<file path="src/rtl/divclk_capture_pkg.sv">
// ----------------------------------------------------------------------------
// divclk_capture_pkg
// Shared types and constants for the divided-clock sample capture block.
//   edge_sel_e : capture edge selection (rise / fall / both / off)
//   OVF_MAX    : saturation value of the dropped-sample counter
//   TS_W       : timestamp width (used when DIVCLK_CAPTURE_TS_EN is defined)
// ----------------------------------------------------------------------------
package divclk_capture_pkg;

    typedef enum logic [1:0] {
        EDGE_RISE = 2'd0,
        EDGE_FALL = 2'd1,
        EDGE_BOTH = 2'd2,
        EDGE_OFF  = 2'd3
    } edge_sel_e;

    localparam logic [15:0] OVF_MAX = 16'hFFFF;
    localparam int unsigned TS_W    = 32;

endpackage

</file>
<file path="src/rtl/sync_fifo_fwft.sv">
// ----------------------------------------------------------------------------
// sync_fifo_fwft
// Single-clock first-word-fall-through FIFO. The head entry is presented on
// rd_data whenever rd_valid is high; when empty, rd_data holds the last head.
// No write-to-read bypass: a write into an empty FIFO is visible next cycle.
// Ports:
//   clk, rst   : clock, synchronous active-high reset
//   wr_en      : push wr_data (caller guarantees space, or a same-cycle pop)
//   wr_data    : entry to push
//   rd_en      : pop head (caller qualifies with rd_valid)
//   rd_data    : head entry / last head when empty
//   rd_valid   : FIFO not empty
//   full       : level == DEPTH
//   level      : occupancy, 0..DEPTH
// ----------------------------------------------------------------------------
module sync_fifo_fwft #(
    parameter int unsigned WIDTH = 14,
    parameter int unsigned DEPTH = 16
) (
    input  logic                     clk,
    input  logic                     rst,
    input  logic                     wr_en,
    input  logic [WIDTH-1:0]         wr_data,
    input  logic                     rd_en,
    output logic [WIDTH-1:0]         rd_data,
    output logic                     rd_valid,
    output logic                     full,
    output logic [$clog2(DEPTH):0]   level
);

    localparam int unsigned AW = $clog2(DEPTH);
    localparam int unsigned LW = AW + 1;
    localparam logic [LW-1:0] FULL_LVL = LW'(DEPTH);
    localparam logic [AW-1:0] PTR_ONE  = AW'(1);
    localparam logic [LW-1:0] LVL_ONE  = LW'(1);

    logic [WIDTH-1:0] r_mem [DEPTH];
    logic [AW-1:0]    r_wr_ptr;
    logic [AW-1:0]    r_rd_ptr;
    logic [LW-1:0]    r_level;
    logic [WIDTH-1:0] r_hold;
    logic [WIDTH-1:0] w_head;

    assign w_head   = r_mem[r_rd_ptr];
    assign rd_valid = (r_level != '0);
    assign full     = (r_level == FULL_LVL);
    assign level    = r_level;
    // Last presented head is kept so the output is stable while empty.
    assign rd_data  = rd_valid ? w_head : r_hold;

    // Storage carries no reset; occupancy alone decides what is meaningful.
    always_ff @(posedge clk) begin
        if (!rst && wr_en) begin
            r_mem[r_wr_ptr] <= wr_data;
        end
    end

    always_ff @(posedge clk) begin
        if (rst) begin
            r_wr_ptr <= '0;
            r_rd_ptr <= '0;
            r_level  <= '0;
            r_hold   <= '0;
        end else begin
            if (wr_en) begin
                r_wr_ptr <= r_wr_ptr + PTR_ONE;
            end
            if (rd_en) begin
                r_rd_ptr <= r_rd_ptr + PTR_ONE;
            end
            if (rd_valid) begin
                r_hold <= w_head;
            end
            unique case ({wr_en, rd_en})
                2'b10:   r_level <= r_level + LVL_ONE;
                2'b01:   r_level <= r_level - LVL_ONE;
                default: r_level <= r_level;
            endcase
        end
    end

endmodule

</file>
<file path="src/rtl/divclk_sample_capture.sv">
// ----------------------------------------------------------------------------
// divclk_sample_capture
// Captures one ADC sample into a FWFT FIFO on selected edges of the divided
// clock level (already in the clk domain) and streams entries out with
// valid/ready. Samples arriving while the FIFO is full (and not being popped)
// are dropped and counted in a saturating counter.
// Build option: DIVCLK_CAPTURE_TS_EN attaches a 32-bit free-running cycle
// timestamp to each entry and adds the dout_ts port.
// Ports:
//   clk, rst    : clock, synchronous active-high reset
//   div_clk     : divided clock level
//   edge_sel    : 0 rise, 1 fall, 2 both, 3 off (takes effect immediately)
//   din         : ADC sample, taken in the strobe cycle
//   dout        : head sample (holds last value while empty)
//   dout_valid  : head present
//   dout_ready  : consumer accept
//   level       : FIFO occupancy
//   ovf_count   : dropped-sample count, saturating
//   dout_ts     : head timestamp (DIVCLK_CAPTURE_TS_EN only)
// ----------------------------------------------------------------------------
module divclk_sample_capture
    import divclk_capture_pkg::*;
#(
    parameter int unsigned DW    = 14,
    parameter int unsigned DEPTH = 16
) (
    input  logic                     clk,
    input  logic                     rst,
    input  logic                     div_clk,
    input  logic [1:0]               edge_sel,
    input  logic [DW-1:0]            din,
    output logic [DW-1:0]            dout,
    output logic                     dout_valid,
    input  logic                     dout_ready,
    output logic [$clog2(DEPTH):0]   level,
    output logic [15:0]              ovf_count
`ifdef DIVCLK_CAPTURE_TS_EN
    ,
    output logic [TS_W-1:0]          dout_ts
`endif
);

`ifdef DIVCLK_CAPTURE_TS_EN
    localparam int unsigned EW = DW + TS_W;
`else
    localparam int unsigned EW = DW;
`endif

    logic          r_div_prev;
    logic [15:0]   r_ovf;
    logic          w_rise;
    logic          w_fall;
    logic          w_strobe;
    logic          w_rd;
    logic          w_full;
    logic          w_accept;
    logic [EW-1:0] w_wr_data;
    logic [EW-1:0] w_rd_data;

    always_ff @(posedge clk) begin
        // Loads during reset too, so the first cycle out of reset sees no edge.
        r_div_prev <= div_clk;
    end

    always_comb begin
        w_rise   = div_clk & ~r_div_prev;
        w_fall   = ~div_clk & r_div_prev;
        w_strobe = 1'b0;
        unique case (edge_sel_e'(edge_sel))
            EDGE_RISE: w_strobe = w_rise;
            EDGE_FALL: w_strobe = w_fall;
            EDGE_BOTH: w_strobe = w_rise | w_fall;
            EDGE_OFF:  w_strobe = 1'b0;
            default:   w_strobe = 1'b0;
        endcase
    end

    assign w_rd     = dout_valid & dout_ready;
    // A same-cycle pop frees the slot the write needs when full.
    assign w_accept = w_strobe & (~w_full | w_rd);

`ifdef DIVCLK_CAPTURE_TS_EN
    logic [TS_W-1:0] r_ts;

    always_ff @(posedge clk) begin
        if (rst) begin
            r_ts <= '0;
        end else begin
            r_ts <= r_ts + TS_W'(1);
        end
    end

    assign w_wr_data = {r_ts, din};
    assign dout_ts   = w_rd_data[EW-1:DW];
`else
    assign w_wr_data = din;
`endif

    assign dout = w_rd_data[DW-1:0];

    always_ff @(posedge clk) begin
        if (rst) begin
            r_ovf <= '0;
        end else if (w_strobe && !w_accept && (r_ovf != OVF_MAX)) begin
            r_ovf <= r_ovf + 16'd1;
        end
    end

    assign ovf_count = r_ovf;

    sync_fifo_fwft #(
        .WIDTH (EW),
        .DEPTH (DEPTH)
    ) u_fifo (
        .clk      (clk),
        .rst      (rst),
        .wr_en    (w_accept),
        .wr_data  (w_wr_data),
        .rd_en    (w_rd),
        .rd_data  (w_rd_data),
        .rd_valid (dout_valid),
        .full     (w_full),
        .level    (level)
    );

endmodule

</file>
<file path="config.mk">
export PLATFORM = sky130hd
export DESIGN_NAME = divclk_sample_capture
export DESIGN_NICKNAME = d
export VERILOG_FILES = /design/src/rtl/divclk_capture_pkg.sv /design/src/rtl/sync_fifo_fwft.sv /design/src/rtl/divclk_sample_capture.sv
export SDC_FILE = /design/constraint.sdc
export NUM_CORES = 1
export LEC_CHECK = 0
export ABC_AREA = 1
export BUFFER_PORTS_ARGS = -buffer_cell sky130_fd_sc_hd__buf_2
export CORE_AREA = 8 8 105 203
export CTS_CLUSTER_SIZE = 8
export DETAILED_ROUTE_END_ITERATION = 10
export DIE_AREA = 0 0 113 211
export GPL_TIMING_DRIVEN = 0
export PLACE_DENSITY = 0.91
export SKIP_LAST_GASP = 1
export SYNTH_ARGS = -nofsm -noshare
export SYNTH_HDL_FRONTEND = slang
export SYNTH_SLANG_ARGS = --single-unit
</file>
<file path="constraint.sdc">
create_clock -name clk -period 6 [get_ports clk]
set_clock_uncertainty 0.1 [all_clocks]
set_input_delay 1.2 -clock clk [delete_from_list [all_inputs] [get_ports clk]]
set_output_delay 1.2 -clock clk [all_outputs]
set_load 0.1 [all_outputs]
</file>
==> parameters.txt, run 1 <==
Parameter                              Value

CTS
  Clock transition at path regs ... 50 ps
  Cts-stage hold buffer count ... 0
  H-tree depth reported by CTS ... 2
  Clock Latency Late Sink ... 530 ps
  Number of buffers inserted by post-CTS setup repair ... 0
  Master cell of the clock root buffer ... sky130_fd_sc_hd__clkbuf_16
  Clock Sinks ... around 270
  Gates resized, CTS repair ... 0
  Clock tree buffer depth ... 3
  Clock tree from TritonCTS ... yes
  Total CTS buffers ... 39

Cells and area
  Leading cell types in the layout, fill and taps excluded ... 411 x sky130_fd_sc_hd__nand2_1, 224 x sky130_fd_sc_hd__edfxtp_1, 175 x sky130_fd_sc_hd__nand3_1
  Area Growth Syn to Fin ... 14.6%
  Final nets ... 1366
  Antenna Cells ... 0
  Proportion of layout cells with a drive suffix above 1 ... 0.136
  Leading cell type in the layout, fill and taps excluded ... sky130_fd_sc_hd__nand2_1

STA
  Setup TNS ... 0 ps
  Ratio of final minimum period to clock period ... 0.730
  Transition time at the pin with the least slew margin ... 1320 ps
  Max-slew violations ... 0
  Slew headroom ... 0.117
  Final Setup Violations ... 0
  RSZ-0062 raised after global routing ... false
  Final hold violations ... 0
  Worst hold margin ... 407 ps
  Max Fclk ... 228 MHz
  Min Clock Period, post-route ... between 4000 and 5000 ps

Synthesis
  Total number of yosys warnings ... 0
  Synth Instances ... roughly 1200
  Dominant register cell in the synthesized netlist ... sky130_fd_sc_hd__edfxtp_1
  Unique masters post-synth ... 34
  Syn_nets ... about 1300
  EDFF count, synth ... 224
  Proportion of synthesized flip-flops having asynchronous set or reset ... 0
  Mean instance size in the synthesized netlist ... 9.68 sq um
  Proportion of synthesized chip area in sequential cells ... 0.643
  Area of the mapped netlist ... 0.0120 sq mm
  Seq cells post-synth ... 272

Setup path
  Worst Path Max Fanout ... 10
  CP max stage cell ... sky130_fd_sc_hd__buf_1
  Buffer and inverter count on the worst path ... 5
  Cell mode on critical path ... sky130_fd_sc_hd__nand3_1
  Launching point of the worst reg2reg path ... r_div_prev$_DFF_P_
  R2R Path End ... u_fifo.r_mem[8][5]$_DFFE_PP_
  Cell family with the largest share of critical-path delay ... buffers and inverters
  Critical path launch point type ... register
  Cell chain of the critical path ... inv_1 -> buf_2 -> buf_1 -> nand2_1 -> nand3_1 -> nand3_1 -> nand3_1 -> nand2_1 -> inv_1 -> buf_2
  Worst setup EP type ... primary output
  Slowest Stage Delay on Critical Path ... roughly 520 ps
  Data arrival time at the worst-slack endpoint ... 3080 ps
  Number of logic stages on the critical path including buffering ... 10
  Register-to-register path setup slack ... 2970 ps
  CP Data Required Time ... 4700 ps
  R2R cell count ... 8
  Critical Setup Path Class ... register to primary output

Route
  Number of iterations in the first detailed-routing pass ... 8
  Residual DRC count ... 0
  Routed WL per cell ... 21.4 um
  Initial drt markers ... 1071
  Post-detailed-routing wire length ... about 34000 um
  Number of vias per cell ... 5.99
  Total via count in the routed design ... approximately 9500
  ANT nets after route ... 0

Power
  Net switching power ... about 3 mW
  Power density cells ... 495 mW/mm^2
  Maximum resistive drop on vdd ... roughly 0.40 mV
  Internal power component ... 3.87 mW
  Switching fraction of total power ... 0.430
  Portion of total power attributed to sequential cells ... 0.319
  Clock Power Share ... 0.295
  Power share of the combinational group ... 0.387
  Standby leakage power ... ~6 nW

Die
  Die Outline Area ... approximately 0.024 sq mm
  Die extent in y ... 211 um
  Starting utilization of the core area ... 0.641
  Site Rows ... 71
  Placeable Area ... 0.0187 sq mm
  Die outline width ... 113 um
  I/O pin total ... 56

Placed design
  Routability Congestion ... 0.928
  Post-detail-place hpwl ... approximately 22000 um
  Count of input and output buffers ... 54

GRT
  Via count of the first global-routing pass ... slightly below 10000
  Overall routing resource usage ... 0.285
  First-pass GRT wire length ... 50800 um
  Initial antenna violation count ... 0
  Maximum number of pins on one net before global-route repair ... 17
  Global route overflow ... 0

Worst hold path
  Origin of the worst min-delay path ... u_fifo.r_rd_ptr[0]$_SDFFE_PP0P_
  Hold-critical path depth ... 1
  Hold crit path type ... register to register

Run
  Maximum capacitance violations ... 0

Run status
  Outcome ... finished clean
[how the worst max path moves through the flow]
| stage | from | end | slack, ps |
|---|---|---|---|
| 6_report | register | dout[7] | 1620 |
| 3_5_place_dp | div_clk | u_fifo.r_mem[10][5]$_DFFE_PP_ | 1780 |
| 4_1_cts | u_fifo.level[2]$_SDFFE_PP0P_ | dout[7] | 1790 |
| 5_1_grt | register | dout[7] | 1530 |
| 3_3_place_gp | div_clk | u_fifo.r_mem[2][5]$_DFFE_PP_ | 1670 |
| 2_1_floorplan | u_fifo.level[4]$_SDFFE_PP0P_ | dout[10] | 2030 |
[registers in the layout (all words and copies together), names as in the netlist, named ones only]
| signal | cells |
|---|---|
| r_div_prev | 1 |
| u_fifo.level | 5 |
| u_fifo.r_rd_ptr | 4 |
| ovf_count | 16 |
| u_fifo.r_mem | 224 |
| u_fifo.r_hold | 14 |
| u_fifo.r_wr_ptr | 4 |
[worst register-to-register path, stage by stage, from the launching register on]
cell and delay [ps]:
sky130_fd_sc_hd__dfxtp_1 310, sky130_fd_sc_hd__ha_1 270, sky130_fd_sc_hd__a21oi_1 130, sky130_fd_sc_hd__o21ai_0 90, sky130_fd_sc_hd__nand2_1 140, sky130_fd_sc_hd__nand2_2 150
sky130_fd_sc_hd__nor2_1 220, sky130_fd_sc_hd__nand2_1 190, sky130_fd_sc_hd__nor2_1 1020
[per-layer routing]
layer  part of all wire  up-vias  track usage  routed length (um)
met5                  0        -            0                   0
met4              0.086        0        0.246                2900
met3              0.099      215       0.0639                3350
met2               0.51      671        0.504               17300
met1               0.30     4395        0.273               10300
li1                   -     4205            -                   -
[cell usage after synthesis, drive strengths merged, types with 7 or more instances]
cell | number | area (sq um)
nor2 | 71 | 304
nand3 | 176 | 886
nand2 | 419 | 1600
dfxtp | 48 | 961
ha | 12 | 150
clkbuf | 12 | 45.0
o21ai | 15 | 75.1
xor2 | 7 | 61.3
inv | 157 | 589
or2 | 14 | 87.6
edfxtp | 224 | 6730
a21oi | 24 | 143
buf | 41 | 226
[metrics by stage]
stage	std cells	power [mW]	area, sq um	setup slack (ps)	util
CTS	1582	6.72	13700	1790	0.733
detailed placement	1511	4.73	12600	1780	0.673
global route	1583	7.00	13700	1530	0.734
finish	1583	6.78	13700	1620	0.734
global placement	1507	4.68	12500	1670	0.670
floorplan	1234	4.11	12000	2030	-
[cells by family (layout without fill, tap and decap cells)]
| family | count (synthesis) | count (layout) | share of synthesized area |
|---|---|---|---|
| AND/OR/NAND/NOR | 689 | 689 | 0.246 |
| flip-flops | 272 | 272 | 0.643 |
| buffers and inverters | 212 | 342 | 0.0727 |
| AO/OA/AOI/OAI | 41 | 41 | 0.0195 |
| adder cells (fa/ha/maj) | 12 | 12 | 0.0126 |
| XOR/XNOR | 8 | 8 | 0.00586 |
[power by group through the flow]
stage / Sequential [mW] / Combinational [mW] / Clock, mW
6_report: 2.16 / 2.62 / 2.00
4_1_cts: 2.16 / 2.57 / 1.99
3_5_place_dp: 2.20 / 2.54 / 0
3_3_place_gp: 2.19 / 2.49 / 0
2_1_floorplan: 2.28 / 1.83 / 0
5_1_grt: 2.17 / 2.76 / 2.07
[area by class of cell]
class,instances,area (sq um)
Fill cell,1146,4960
Timing Repair Buffer,59,330
Sequential cell,272,7690
Clock buffer,68,1080
Multi-Input combinational cell,750,3420
Clock inverter,3,26.3
Tap cell,219,274
Inverter,159,597
Buffer,53,272
(Power assumes the default switching activity.)
==> run 2: changes to the inputs <==
- ABC_AREA: 1 -> 0
- CORE_AREA: 8 8 105 203 -> 8 8 104 200
- DIE_AREA: 0 0 113 211 -> 0 0 112 208
- PLACE_DENSITY: 0.91 -> 0.86
- clock period: 6 -> 4.5 ns (I/O delays scaled with it)
==> parameters.txt, run 2 <==
Parameter                              Value

Run status
  Outcome ... finished clean (unchanged)

Placed design
  Placed Cells incl. Taps ... 901 (was 1511)
  Standard cell area after detailed placement ... 0.0117 sq mm (was 0.0126 sq mm)
  Post-detail-place hpwl ... 17200 um (was 22200 um)
  Routability Congestion ... 0.903 (was 0.928)
  Count of input and output buffers ... 55 (was 54)
  Placement-stage worst setup slack ... 214 ps (was 1780 ps)

Synthesis
  Cell types occupying the most area after synthesis ... sky130_fd_sc_hd__edfxtp_1 62%, sky130_fd_sc_hd__mux4_2 12%, sky130_fd_sc_hd__dfxtp_1 8.8% (was sky130_fd_sc_hd__edfxtp_1 56%, sky130_fd_sc_hd__nand2_1 13%, sky130_fd_sc_hd__dfxtp_1 8.0%)
  Mean instance size in the synthesized netlist ... 17.5 sq um (was 9.68 sq um)
  Proportion of synthesized chip area in sequential cells ... 0.708 (was 0.643)
  Ranking of synthesized cells by instance count ... 224 x sky130_fd_sc_hd__edfxtp_1, 56 x sky130_fd_sc_hd__mux4_2, 48 x sky130_fd_sc_hd__dfxtp_1 (was 411 x sky130_fd_sc_hd__nand2_1, 224 x sky130_fd_sc_hd__edfxtp_1, 175 x sky130_fd_sc_hd__nand3_1)
  Area fraction of the dominant cell type after synthesis ... 0.619 (was 0.563)
  Synth Instances ... 622 (was 1234)
  Unique masters post-synth ... 53 (was 34)
  Dominant register cell in the synthesized netlist ... sky130_fd_sc_hd__edfxtp_1 (unchanged)
  Most frequent cell after synthesis ... sky130_fd_sc_hd__edfxtp_1 (was sky130_fd_sc_hd__nand2_1)
  Area of the mapped netlist ... 0.0109 sq mm (was 0.0120 sq mm)
  EDFF count, synth ... 224 (unchanged)
  Syn_nets ... 654 (was 1266)
  Total number of yosys warnings ... 0 (unchanged)
  Proportion of synthesized flip-flops having asynchronous set or reset ... 0 (unchanged)
  Seq cells post-synth ... 272 (unchanged)
  Cell accounting for the most synthesized area ... sky130_fd_sc_hd__edfxtp_1 (unchanged)

Setup path
  Launching point of the worst reg2reg path ... u_fifo.level[1]$_SDFFE_PP0P_ (was r_div_prev$_DFF_P_)
  Cell chain of the critical path ... clkbuf_1 -> buf_1 -> mux2i_1 -> o221ai_2 -> buf_2 (was inv_1 -> buf_2 -> buf_1 -> nand2_1 -> nand3_1 -> nand3_1 -> nand3_1 -> nand2_1 -> inv_1 -> buf_2)
  Worst setup EP type ... primary output (unchanged)
  CP Data Required Time ... 3500 ps (was 4700 ps)
  Critical Setup Path Class ... register to primary output (unchanged)
  Critical path launch point type ... register (unchanged)
  CP max stage cell ... sky130_fd_sc_hd__buf_1 (unchanged)
  R2R Path End ... u_fifo.level[2]$_SDFFE_PP0P_ (was u_fifo.r_mem[8][5]$_DFFE_PP_)
  R2R cell count ... 13 (was 8)
  Data arrival time at the worst-slack endpoint ... 3420 ps (was 3080 ps)
  Worst Path Max Fanout ... 10 (unchanged)
  Slowest Stage Delay on Critical Path ... 900 ps (was 520 ps)
  Register-to-register path setup slack ... 840 ps (was 2970 ps)

Power
  Power share of the combinational group ... 0.320 (was 0.387)
  Clock Power Share ... 0.324 (was 0.295)
  Standby leakage power ... 4.25 nW (was 5.93 nW)
  Portion of total power attributed to sequential cells ... 0.355 (was 0.319)
  Internal power component ... 5.14 mW (was 3.87 mW)
  Power density cells ... 641 mW/mm^2 (was 495 mW/mm^2)
  Maximum resistive drop on vdd ... 0.646 mV (was 0.405 mV)
  Total power draw ... 8.20 mW (was 6.78 mW)
  Net switching power ... 3.07 mW (was 2.92 mW)
  Switching fraction of total power ... 0.374 (was 0.430)

GRT
  Initial antenna violation count ... 0 (unchanged)
  Overall routing resource usage ... 0.237 (was 0.285)
  Via count of the first global-routing pass ... 6914 (was 9679)
  Global route overflow ... 0 (unchanged)
  First-pass GRT wire length ... 40900 um (was 50800 um)
  Maximum number of pins on one net before global-route repair ... 17 (unchanged)

Worst hold path
  Hold crit path type ... register to register (unchanged)
  Worst hold endpoint ... ovf_count[1]$_SDFFE_PP0P_
  Origin of the worst min-delay path ... ovf_count[1]$_SDFFE_PP0P_ (was u_fifo.r_rd_ptr[0]$_SDFFE_PP0P_)
  Hold-critical path depth ... 2 (was 1)

Die
  Die Outline Area ... 0.0233 sq mm (was 0.0238 sq mm)
  I/O pin total ... 56 (unchanged)
  Die outline width ... 112 um (was 113 um)
  Starting utilization of the core area ... 0.596 (was 0.641)
  Site Rows ... 70 (was 71)
  Placeable Area ... 0.0182 sq mm (was 0.0187 sq mm)
  Die extent in y ... 208 um (was 211 um)

CTS
  H-tree depth reported by CTS ... 2 (unchanged)
  Total CTS buffers ... 39 (unchanged)
  Clock Latency Late Sink ... 510 ps (was 530 ps)
  Master cell of the clock root buffer ... sky130_fd_sc_hd__clkbuf_16 (unchanged)
  Number of buffers inserted by post-CTS setup repair ... 0 (unchanged)
  Clock transition at path regs ... 50 ps (about the same)
  Clock tree buffer depth ... 3 (unchanged)
  Clock Sinks ... 272 (unchanged)
  Clock tree from TritonCTS ... yes (unchanged)

Route
  Post-detailed-routing wire length ... 27100 um (was 33800 um)
  ANT nets after route ... 0 (unchanged)
  Number of vias per cell ... 6.62 (was 5.99)
  Residual DRC count ... 0 (unchanged)
  Initial drt markers ... 590 (was 1071)
  Total via count in the routed design ... 6387 (was 9486)
  Routed WL per cell ... 28.1 um (was 21.4 um)
  Number of iterations in the first detailed-routing pass ... 5 (was 8)

Cells and area
  Leading cell types in the layout, fill and taps excluded ... 224 x sky130_fd_sc_hd__edfxtp_1, 56 x sky130_fd_sc_hd__buf_2, 56 x sky130_fd_sc_hd__mux4_2 (was 411 x sky130_fd_sc_hd__nand2_1, 224 x sky130_fd_sc_hd__edfxtp_1, 175 x sky130_fd_sc_hd__nand3_1)
  Final nets ... 758 (was 1366)
  Area Growth Syn to Fin ... 17.9% (was 14.6%)
  Leading cell type in the layout, fill and taps excluded ... sky130_fd_sc_hd__edfxtp_1 (was sky130_fd_sc_hd__nand2_1)
  Antenna Cells ... 0 (unchanged)
  Final std cells w/o fill ... 965 (was 1583)
  Proportion of layout cells with a drive suffix above 1 ... 0.274 (was 0.136)
  Post-layout instance area ... 0.0128 sq mm (was 0.0137 sq mm)
  Register with the most flip-flops ... u_fifo.r_mem (unchanged)
  Largest register FFs ... 224 (unchanged)
  Post-layout util ... 0.703 (was 0.734)

STA
  Least setup slack across all paths after layout ... 78.7 ps (was 1620 ps)
  Max Fclk ... between 200 and 250 MHz
  Final hold violations ... 0 (unchanged)
  Max-slew violations ... 0 (unchanged)
  Final Setup Violations ... 0 (unchanged)
  Setup TNS ... 0 ps (unchanged)
  Slew headroom ... 0.248 (was 0.117)
  RSZ-0062 raised after global routing ... false (unchanged)
  Ratio of final minimum period to clock period ... 0.983
  Min Clock Period, post-route ... about 4400 ps
  Transition time at the pin with the least slew margin ... 1130 ps (was 1320 ps)
  Worst hold margin ... 418 ps (was 407 ps)

Run
  Maximum capacitance violations ... 0 (unchanged)
run 2: cell types whose count changed in the layout (fill, tap and decap cells not counted), sizes merged, moves of 29 or more:
| cell | previous run | this run |
|---|---|---|
| inv | 160 | 8 |
| nand2 | 419 | 30 |
| nor2 | 71 | 31 |
| mux4 | 0 | 56 |
| buf | 100 | 71 |
| mux2i | 0 | 32 |
| nand3 | 176 | 10 |
run 2: worst max-delay path: cells and delay by family (launching register included):
family	cells	cell delay (ps)
buffers and inverters	3	2030
flip-flops	1	300
AO/OA/AOI/OAI	1	300
multiplexers	1	270
run 2: layer usage:
layer / track usage / wire length (um) / vias to the layer above
met5: 0 / 0 / -
met4: 0.154 / 1490 / 0
met3: 0.0543 / 1940 / 96
met2: 0.422 / 14600 / 375
met1: 0.245 / 9070 / 3216
li1: - / - / 2700
run 2: cell type report:
| cell class | count | area, sq um |
|---|---|---|
| Sequential cell | 272 | 7690 |
| Fill cell | 1117 | 5410 |
| Multi-Input combinational cell | 308 | 3150 |
| Clock buffer | 64 | 1110 |
| Timing Repair Buffer | 63 | 388 |
| Tap cell | 216 | 270 |
| Buffer | 33 | 156 |
| Inverter | 9 | 37.5 |
run 2: kinds of logic after synthesis:
| group | after synthesis | share of synthesized area |
|---|---|---|
| mux | 91 | 0.149 |
| buf+inv | 42 | 0.0160 |
| compound gates | 51 | 0.0350 |
| fa+ha+maj | 12 | 0.0138 |
| xor+xnor | 8 | 0.00645 |
| flops | 272 | 0.708 |
| simple gates | 146 | 0.0724 |
run 2: worst max-delay path by stage:
stage | slack [ps] | end | cells past startpoint | from
6_report | 80 | dout[9] | 5 | register
4_1_cts | 20 | dout[13] | 6 | register
3_3_place_gp | -230 | u_fifo.r_mem[0][8]$_DFFE_PP_ | 8 | div_clk
3_5_place_dp | 210 | u_fifo.level[2]$_SDFFE_PP0P_ | 15 | div_clk
5_1_grt | 1 | dout[7] | 6 | register
2_1_floorplan | -130 | dout[0] | 7 | u_fifo.level[1]$_SDFFE_PP0P_
run 2: what timing repair did:
action | CTS | global route
pin swaps | 0 | 0
endpoints found under the setup margin | 8 | 12
hold buffers | 0 | 0
resized for setup | 2 | 6
run 2: power by group through the flow:
stage	combinational, mW	sequential [mW]	clock [mW]
floorplan	1.95	3.06	0
global placement	2.52	2.94	0
detailed placement	2.59	2.95	0
CTS	2.63	2.91	2.68
global route	2.74	2.92	2.78
finish	2.63	2.91	2.66
==> run 3: changes to the inputs <==
- CTS_BUF_LIST: default -> sky130_fd_sc_hd__clkbuf_16
==> parameters.txt, run 3 (synthesis gave the netlist of run 2 again) <==
Parameter                              Value

Power
  Power density cells ... 636 mW/mm^2 (was 641 mW/mm^2)
  Standby leakage power ... 4.34 nW (was 4.25 nW)
  Maximum resistive drop on vdd ... 0.646 mV (about the same)

Worst hold path
  Hold crit path type ... register to register (unchanged)
  Hold-critical path depth ... 2 (unchanged)
  Origin of the worst min-delay path ... ovf_count[1]$_SDFFE_PP0P_ (unchanged)

CTS
  Clock Sinks ... 272 (unchanged)
  Clock tree buffer depth ... 3 (unchanged)
  Clock Latency Late Sink ... 510 ps (about the same)
  Total CTS buffers ... 39 (unchanged)
  Cts-stage hold buffer count ... 0 (unchanged)
  Clock tree from TritonCTS ... yes (unchanged)
  H-tree depth reported by CTS ... 2 (unchanged)
  Number of buffers inserted by post-CTS setup repair ... 0 (unchanged)
  Clock transition at path regs ... 50 ps (about the same)
  Master cell of the clock root buffer ... sky130_fd_sc_hd__clkbuf_16 (unchanged)

GRT
  Global route overflow ... 0 (unchanged)
  Overall routing resource usage ... 0.237 (unchanged)
  Initial antenna violation count ... 0 (unchanged)
  Maximum number of pins on one net before global-route repair ... 17 (unchanged)
  First-pass GRT wire length ... 40900 um (unchanged)
  Via count of the first global-routing pass ... 6911 (was 6914)

Route
  Initial drt markers ... 579 (was 590)
  Number of vias per cell ... 6.61 (was 6.62)
  Post-detailed-routing wire length ... 27100 um (about the same)
  ANT nets after route ... 0 (unchanged)
  Number of iterations in the first detailed-routing pass ... 5 (unchanged)
  Routed WL per cell ... 28.1 um (about the same)
  Total via count in the routed design ... 6375 (was 6387)
  Residual DRC count ... 0 (unchanged)

Die
  Die outline width ... 112 um (unchanged)
  Starting utilization of the core area ... 0.596 (unchanged)
  I/O pin total ... 56 (unchanged)
  Site Rows ... 70 (unchanged)
  Die extent in y ... 208 um (unchanged)
  Placeable Area ... 0.0182 sq mm (unchanged)
  Die Outline Area ... 0.0233 sq mm (unchanged)

Cells and area
  Leading cell types in the layout, fill and taps excluded ... 224 x sky130_fd_sc_hd__edfxtp_1, 56 x sky130_fd_sc_hd__buf_2, 56 x sky130_fd_sc_hd__mux4_2 (unchanged)
  Largest register FFs ... 224 (unchanged)
  Area Growth Syn to Fin ... 17.9% (unchanged)
  Count of filler cells inserted in the layout ... 1117 (unchanged)
  Leading cell type in the layout, fill and taps excluded ... sky130_fd_sc_hd__edfxtp_1 (unchanged)
  Register with the most flip-flops ... u_fifo.r_mem (unchanged)
  Proportion of layout cells with a drive suffix above 1 ... 0.274 (unchanged)
  Final nets ... 758 (unchanged)
  Antenna Cells ... 0 (unchanged)
  Post-layout util ... 0.703 (unchanged)

STA
  RSZ-0062 raised after global routing ... false (unchanged)
  Final Setup Violations ... 0 (unchanged)
  Least setup slack across all paths after layout ... 111 ps (was 78.7 ps)
  Ratio of final minimum period to clock period ... 0.975 (was 0.983)
  Slew headroom ... 0.250 (was 0.248)
  Min Clock Period, post-route ... 4390 ps (was 4420 ps)
  Max Fclk ... 228 MHz (was 226 MHz)
  Final hold violations ... 0 (unchanged)
  Max-slew violations ... 0 (unchanged)
  Transition time at the pin with the least slew margin ... 1120 ps (was 1130 ps)

Setup path
  Critical path launch point type ... register (unchanged)
  R2R cell count ... 13 (unchanged)
  Data arrival time at the worst-slack endpoint ... 3390 ps (was 3420 ps)
  Worst Path Max Fanout ... 10 (unchanged)
  Worst setup EP type ... primary output (unchanged)
  Critical Setup Path Class ... register to primary output (unchanged)
  CP Data Required Time ... 3500 ps (about the same)
  Capture point of the worst path ... dout[9] (unchanged)
  R2R Path End ... u_fifo.level[2]$_SDFFE_PP0P_ (unchanged)
  Register-to-register path setup slack ... 860 ps (was 840 ps)
  Launching point of the worst reg2reg path ... u_fifo.level[1]$_SDFFE_PP0P_ (unchanged)

Run status
  Outcome ... finished clean (unchanged)

Placed design
  Routability Congestion ... 0.903 (unchanged)
  Post-detail-place hpwl ... 17200 um (unchanged)
  Placement-stage worst setup slack ... 214 ps (unchanged)
  Count of input and output buffers ... 55 (unchanged)

Run
  Maximum capacitance violations ... 0 (unchanged)
## run 3: cell types whose count changed in the layout (fill, tap and decap cells not counted)
cell,before,now
sky130_fd_sc_hd__inv_1,8,31
sky130_fd_sc_hd__clkbuf_1,44,21
## run 3: area by class of cell
cell class	instances	area, sq um	area share
Inverter	9	37.5	0.00293
Sequential cell	272	7690	0.600
Timing Repair Buffer	63	388	0.0303
Tap cell	216	270	0.0211
Multi-Input combinational cell	308	3150	0.246
Clock buffer	41	1030	0.0801
Clock inverter	23	86.3	0.00674
Buffer	33	156	0.0122
## run 3: worst min path at each step
stage          slack (ps)                   endpoint
2_1_floorplan         380                   register
3_3_place_gp          380  ovf_count[9]$_SDFFE_PP0P_
3_5_place_dp          410  ovf_count[9]$_SDFFE_PP0P_
4_1_cts               410         r_div_prev$_DFF_P_
5_1_grt               410         r_div_prev$_DFF_P_
6_report              420  ovf_count[1]$_SDFFE_PP0P_
## run 3: power by group
group / internal, mW / switching (mW) / leakage [nW]
registers: 2.85 / 0.0661 / 2.41
logic: 0.627 / 2.00 / 1.31
clock network: 1.61 / 0.999 / 0.628
total: 5.08 / 3.07 / 4.34
## run 3: worst max-delay path, cell delays in order, from the launching register on
cell	delay (ps)
sky130_fd_sc_hd__dfxtp_1	300
sky130_fd_sc_hd__clkbuf_1	650
sky130_fd_sc_hd__buf_1	890
sky130_fd_sc_hd__mux2i_1	260
sky130_fd_sc_hd__o221ai_2	280
sky130_fd_sc_hd__buf_2	480
## run 3: timing repair
action | CTS | global route
hold endpoints to repair | 0 | 0
gates resized for setup | 2 | 6
endpoints found under the setup margin | 8 | 12
## run 3: per-stage QoR
step                hold slack [ps]  cell area, sq um  instances  setup TNS (ps)  power [mW]
floorplan                       385             11000        622           -1300        5.01
global placement                385             11500        893          -11240        5.46
detailed placement              408             11700        901               0        5.55
CTS                             415             12800        965               0        8.17
global route                    414             12800        965               0        8.39
finish                          419             12800        965               0        8.15
## run 3: routing by layer
metal  share of wire  track usage  up-vias
met5               0            0        -
met1            0.33        0.245     3218
met3           0.073       0.0543       96
li1                -            -     2701
met4           0.056        0.154        0
met2            0.54        0.422      360
